## config.mk

```make
export PLATFORM = sky130hd
export DESIGN_NAME = lsu_rmw
export DESIGN_NICKNAME = d
export VERILOG_FILES = /design/src/rtl/lsu_pkg.sv /design/src/rtl/lsu_lane_merge.sv /design/src/rtl/lsu_rmw.sv
export SDC_FILE = /design/constraint.sdc
export NUM_CORES = 1
export LEC_CHECK = 0
export ABC_AREA = 1
export CORE_UTILIZATION = 44
export DETAILED_ROUTE_END_ITERATION = 6
export PLACE_DENSITY = 0.78
export SYNTH_ARGS = -nofsm -noshare
export SYNTH_HDL_FRONTEND = slang
export SYNTH_SLANG_ARGS = --single-unit
```

## constraint.sdc

```tcl
create_clock -name clk -period 1.61 [get_ports clk]
set_input_delay 0.483 -clock clk [delete_from_list [all_inputs] [get_ports clk]]
set_output_delay 0.483 -clock clk [all_outputs]
set_load 0.02 [all_outputs]
```

## src/rtl/lsu_pkg.sv

```systemverilog
// Shared types for the load/store unit: access sizes, FSM states, byte-lane helpers.
package lsu_pkg;

  localparam int NUM_LANES = 4;
  localparam int LANE_W    = 8;

  typedef enum logic [1:0] {
    SZ_B   = 2'b00,
    SZ_H   = 2'b01,
    SZ_W   = 2'b10,
    SZ_RSV = 2'b11
  } size_e;

  typedef enum logic [2:0] {
    S_IDLE,
    S_LD,
    S_ST,
    S_RMW_RD,
    S_RMW_WR,
    S_RESP
  } state_e;

  // Byte lanes touched by an access of the given size at the given low address bits.
  function automatic logic [NUM_LANES-1:0] lane_mask(input size_e sz, input logic [1:0] lo);
    case (sz)
      SZ_B:    lane_mask = 4'b0001 << lo;
      SZ_H:    lane_mask = lo[1] ? 4'b1100 : 4'b0011;
      default: lane_mask = 4'b1111;
    endcase
  endfunction

endpackage

```

## src/rtl/lsu_lane_merge.sv

```systemverilog
// Combinational lane logic: load extract/extend and store lane merge into the old word.
module lsu_lane_merge
  import lsu_pkg::*;
(
  input  size_e       size,
  input  logic        uns,
  input  logic [1:0]  addr_lo,
  input  logic [31:0] rdata,
  input  logic [31:0] old_word,
  input  logic [31:0] wdata,
  output logic [31:0] ld_data,
  output logic [31:0] st_data
);

  logic [NUM_LANES-1:0][LANE_W-1:0] rd_l, old_l, rep_l, st_l;
  logic [NUM_LANES-1:0]             mask;
  logic [7:0]                       b;
  logic [15:0]                      h;

  assign rd_l  = rdata;
  assign old_l = old_word;
  assign mask  = lane_mask(size, addr_lo);

  // Replicate right-aligned store data across every lane it could land in.
  always_comb begin
    case (size)
      SZ_B:    rep_l = {4{wdata[7:0]}};
      SZ_H:    rep_l = {2{wdata[15:0]}};
      default: rep_l = wdata;
    endcase
  end

  for (genvar i = 0; i < NUM_LANES; i++) begin : g_lane
    assign st_l[i] = mask[i] ? rep_l[i] : old_l[i];
  end
  assign st_data = st_l;

  assign b = rd_l[addr_lo];
  assign h = addr_lo[1] ? rdata[31:16] : rdata[15:0];

  always_comb begin
    case (size)
      SZ_B:    ld_data = {{24{~uns & b[7]}}, b};
      SZ_H:    ld_data = {{16{~uns & h[15]}}, h};
      default: ld_data = rdata;
    endcase
  end

endmodule

```

## src/rtl/lsu_rmw.sv

```systemverilog
// Load/store unit driving a word-only dmem; sub-word stores use read-modify-write.
// Build option: LSU_MISALIGN_FAULT_EN faults misaligned half/word accesses.
module lsu_rmw
  import lsu_pkg::*;
#(
  parameter int ADDR_W = 32,
  parameter int DATA_W = 32
) (
  input  logic              clk,
  input  logic              rst_n,
  input  logic              req_valid,
  output logic              req_ready,
  input  logic              req_we,
  input  logic [1:0]        req_size,
  input  logic              req_unsigned,
  input  logic [ADDR_W-1:0] req_addr,
  input  logic [DATA_W-1:0] req_wdata,
  output logic              resp_valid,
  output logic [DATA_W-1:0] resp_rdata,
  output logic              resp_fault,
  output logic [ADDR_W-1:0] mem_addr,
  output logic              mem_enab,
  output logic [DATA_W-1:0] mem_wdata,
  input  logic [DATA_W-1:0] mem_rdata
);

  state_e            state, state_nxt;
  size_e             size_q;
  logic              uns_q, fault_q, misalign, fault_now;
  logic [ADDR_W-1:0] addr_q;
  logic [DATA_W-1:0] wdata_q, old_q, result_q, ld_data, st_data;

`ifdef LSU_MISALIGN_FAULT_EN
  assign misalign = (req_size == SZ_H && req_addr[0]) ||
                    (req_size == SZ_W && req_addr[1:0] != 2'b00);
`else
  assign misalign = 1'b0;
`endif
  assign fault_now = (req_size == SZ_RSV) || misalign;

  lsu_lane_merge u_lane (
    .size     (size_q),
    .uns      (uns_q),
    .addr_lo  (addr_q[1:0]),
    .rdata    (mem_rdata),
    .old_word (old_q),
    .wdata    (wdata_q),
    .ld_data  (ld_data),
    .st_data  (st_data)
  );

  always_ff @(posedge clk or negedge rst_n) begin
    if (!rst_n) state <= S_IDLE;
    else        state <= state_nxt;
  end

  always_comb begin
    state_nxt  = state;
    req_ready  = 1'b0;
    resp_valid = 1'b0;
    mem_enab   = 1'b0;
    mem_wdata  = '0;
    mem_addr   = {addr_q[ADDR_W-1:2], 2'b00};
    case (state)
      S_IDLE: begin
        req_ready = 1'b1;
        mem_addr  = '0;
        if (req_valid) begin
          if (fault_now)          state_nxt = S_RESP;
          else if (!req_we)       state_nxt = S_LD;
          else if (req_size == SZ_W) state_nxt = S_ST;
          else                    state_nxt = S_RMW_RD;
        end
      end
      S_LD:     state_nxt = S_RESP;
      S_ST: begin
        mem_enab  = 1'b1;
        mem_wdata = wdata_q;
        state_nxt = S_RESP;
      end
      S_RMW_RD: state_nxt = S_RMW_WR;
      S_RMW_WR: begin
        mem_enab  = 1'b1;
        mem_wdata = st_data;
        state_nxt = S_RESP;
      end
      S_RESP: begin
        resp_valid = 1'b1;
        state_nxt  = S_IDLE;
      end
      default:  state_nxt = S_IDLE;
    endcase
  end

  always_ff @(posedge clk or negedge rst_n) begin
    if (!rst_n) begin
      size_q   <= SZ_B;
      uns_q    <= 1'b0;
      addr_q   <= '0;
      wdata_q  <= '0;
      old_q    <= '0;
      result_q <= '0;
      fault_q  <= 1'b0;
    end else begin
      case (state)
        S_IDLE: if (req_valid) begin
          size_q  <= size_e'(req_size);
          uns_q   <= req_unsigned;
          addr_q  <= req_addr;
          wdata_q <= req_wdata;
          fault_q <= fault_now;
          if (fault_now) result_q <= '0;
        end
        S_LD:             result_q <= ld_data;
        S_ST, S_RMW_WR:   result_q <= '0;
        S_RMW_RD:         old_q    <= mem_rdata;
        default: ;
      endcase
    end
  end

  assign resp_rdata = result_q;
  assign resp_fault = fault_q && (state == S_RESP);

endmodule

```

==> impl_metrics.tcl <==
set metrics [dict create \
    final.setup_skew_ps 16.1 \
    hold_path.class "input pin to asynchronous set/reset pin" \
    syn-cell-area_um2 7020 \
    antenna_violating_nets_post_route 0 \
    path_clk_slew_ps 70 \
    routability_congestion 0.933 \
    io_buffer_count 200 \
    tcrit_tclk_final_pct 159 \
    async_flop_share_pct 100 \
    yosys_register_bits 135 \
    via_count 8553 \
    timing.rr.start "state[1]" \
    worst_setup_path_type "flip-flop to primary output" \
    worst_slack_ps -942 \
    die_w_um 128 \
    final_design_area_no_fill_um2 12600 \
    routed_wire_length_per_instance_um 22.1 \
    post_synth_inst_count 938 \
    drtIter0Drc 1264 \
    power-per-cell-area_nw_per_um2 2350 \
    die_area_um2 16500 \
    worstPathArrival_ps 2070 \
    slew_violations 0 \
    pin_count_of_the_biggest_net_entering_global_routing 86 \
    clock.fmax_mhz 392 \
    number_of_global_route_vias_before_repair 7052 \
    start_util_pct 45.6 \
    drt-total-wl_um 33000 \
    top_level_ports 203 \
    number_of_enable_type_register_cells_in_the_synthesized_netlist 0 \
    setup_tns_ps -52060 \
    cellInternalPower_mw 15.9 \
    synth_sequential_area_ratio_pct 48.2 \
    ctsHtreeMaxLevel 4 \
    grt_antenna_before_repair 0 \
    insertedDiodeCount 0 \
    die_height_um 128 \
    cts_tree "built" \
    timing.reg2reg.worst_path_depth 10 \
    cts_buffers 17 \
    synth.lib_cells_used.distinct 35 \
    mostFrequentLayoutCell "sky130_fd_sc_hd__nand2_1" \
    clkLatencyLatePin_ps 450 \
    cts_num_sinks 135 \
    fin_nets 1373 \
    cts-root-to-sink-buffers 2 \
    p_seq_share_pct 21.3 \
    yosysWarnings 0 \
    cts-root-buf "sky130_fd_sc_hd__clkbuf_16" \
    grt_setup_unrepaired "true" \
    critical_path.endpoint_type "primary output" \
    failed_checks "setup timing" \
    detail_route.drc_violations 0 \
    post-place-ws_ps -817 \
    critical_path.max_fanout 7 \
    run_status "finished with violations" \
    dominantRegCellSynth "sky130_fd_sc_hd__dfrtp_1" \
    finalWorstPathRequiredPeriod_ps 2550 \
    mostFrequentLayoutCells "sky130_fd_sc_hd__nand2_1, sky130_fd_sc_hd__dfrtp_1, sky130_fd_sc_hd__clkdlybuf4s50_1, sky130_fd_sc_hd__buf_4, sky130_fd_sc_hd__buf_6" \
    critical_path_source "size_q[0]" \
    drv.max_cap_violation_count 0 \
    grt-ovfl-total 0 \
    fillerInstances 776 \
    drt_pre_antenna_iters 6 \
    place_hpwl_um 16300 \
    combPwrFrac_pct 64.2 \
    p_sw_share_pct 46.5 \
    route.detailed.vias_per_inst 5.72 \
    setup_viol_count_final 178 \
    setup.reg_to_reg.worst_slack_ps -190 \
    finalPower_mw 29.7 \
    timing.critical_path.from_type "flip-flop" \
    placeableCoreArea_um2 15400 \
    core.rowCount 45 \
    syn-mean-instance-area_um2 7.48 \
    postPlaceCellArea_um2 10200 \
    critPathRequiredTime_ps 1130 \
    netSwitchingPower_mw 13.8 \
    layout.core_utilization_pct 82.3 \
    timing_hold_violations_final 0 \
    clkPwrFrac_pct 14.5 \
    final_layout_size_suffix_gt1_share_pct 43.4 \
    grt_usage_pct 29.3 \
    critical_register_to_register_path_endpoint "resp_rdata[6]" \
    power_leakage_nw 6.31 \
    area_growth_pct 80.2 \
    grt_pass1_wl_um 36700 \
    irDropWorstVdd_uv 1310 \
]
## cell usage after synthesis, types with 9 or more instances
cell | count | area (um2)
sky130_fd_sc_hd__o21ai_1 | 44 | 220
sky130_fd_sc_hd__o21ai_0 | 86 | 430
sky130_fd_sc_hd__o211ai_1 | 14 | 105
sky130_fd_sc_hd__inv_1 | 81 | 304
sky130_fd_sc_hd__nor2_1 | 56 | 210
sky130_fd_sc_hd__clkbuf_1 | 12 | 45.0
sky130_fd_sc_hd__a21oi_1 | 41 | 205
sky130_fd_sc_hd__dfrtp_1 | 135 | 3380
sky130_fd_sc_hd__buf_6 | 9 | 101
sky130_fd_sc_hd__nand3_1 | 23 | 115
sky130_fd_sc_hd__buf_4 | 10 | 75.1
sky130_fd_sc_hd__nand2_1 | 369 | 1390
sky130_fd_sc_hd__buf_2 | 20 | 100
## cell families (layout without fill, tap and decap cells)
logic type,after synthesis,count (layout),synth area share [%]
AO/OA/AOI/OAI,190,191,14.4
buffers and inverters,140,482,9.38
flip-flops,135,135,48.2
multiplexers,8,8,1.28
other,1,2,0.0535
AND/OR/NAND/NOR,464,465,26.8
## critical path: stages (launching register included)
cell and delay (ps):
sky130_fd_sc_hd__dfrtp_2 480, sky130_fd_sc_hd__inv_2 90, sky130_fd_sc_hd__nand2_2 60, sky130_fd_sc_hd__nand2_2 110
sky130_fd_sc_hd__nand2_4 90, sky130_fd_sc_hd__clkbuf_16 170, sky130_fd_sc_hd__nand2_1 240, sky130_fd_sc_hd__o211ai_1 140
sky130_fd_sc_hd__nand2_1 110, sky130_fd_sc_hd__buf_6 120
## layer usage
metal	part of all wire [%]	global-route usage [%]
met1	36	40.1
met2	47	46.5
met3	10	6.34
met4	6.2	9.20
met5	0	0
## power by group through the flow
stage               combinational [mW]  sequential (mW)  clock (mW)
floorplan                         7.49             6.01           0
global placement                  13.0             5.93           0
detailed placement                13.2             5.95           0
CTS                               14.3             5.98        4.24
global route                      19.9             6.37        4.47
finish                            19.0             6.31        4.31
## layout make-up
| class | instances | area [um2] | share of cell area [%] |
|---|---|---|---|
| clock buffer | 19 | 443 | 3.50 |
| clock inverter | 13 | 193 | 1.52 |
| inverter | 89 | 380 | 3.01 |
| multi-input combinational | 666 | 4160 | 32.9 |
| sequential | 135 | 3380 | 26.7 |
| tap | 211 | 264 | 2.09 |
| timing repair buffer | 361 | 3820 | 30.2 |
## registers in the layout (all words and copies together), names as in the netlist
name	cells
addr_q	32
old_q	32
resp_rdata	32
size_q	2
state	3
fault_q	1
uns_q	1
wdata_q	32
## metrics by stage
step | hold WS (ps) | std cells
finish | 34.7 | 1494
global route | 50.7 | 1494
floorplan | 187 | 939
global placement | 465 | 1407
detailed placement | 464 | 1407
CTS | 55.8 | 1453
## repair_timing
action / in CTS / in global routing
gates resized for setup: 514 / 335
endpoints found under the setup margin: 192 / 196
buffers inserted: 11 / 24
pin swaps: 30 / 56
cloned: 3 / 22
hold buffers: 0 / 0
## worst max-delay path by stage
| stage | endpoint | cells past startpoint |
|---|---|---|
| after CTS | mem_wdata[0] | 7 |
| after global placement | mem_wdata[0] | 7 |
| after detailed placement | mem_wdata[0] | 7 |
| final | mem_wdata[25] | 9 |
| after global routing | mem_wdata[25] | 9 |
| after floorplan | mem_wdata[0] | 6 |
Power figures use the tool's default switching activity.
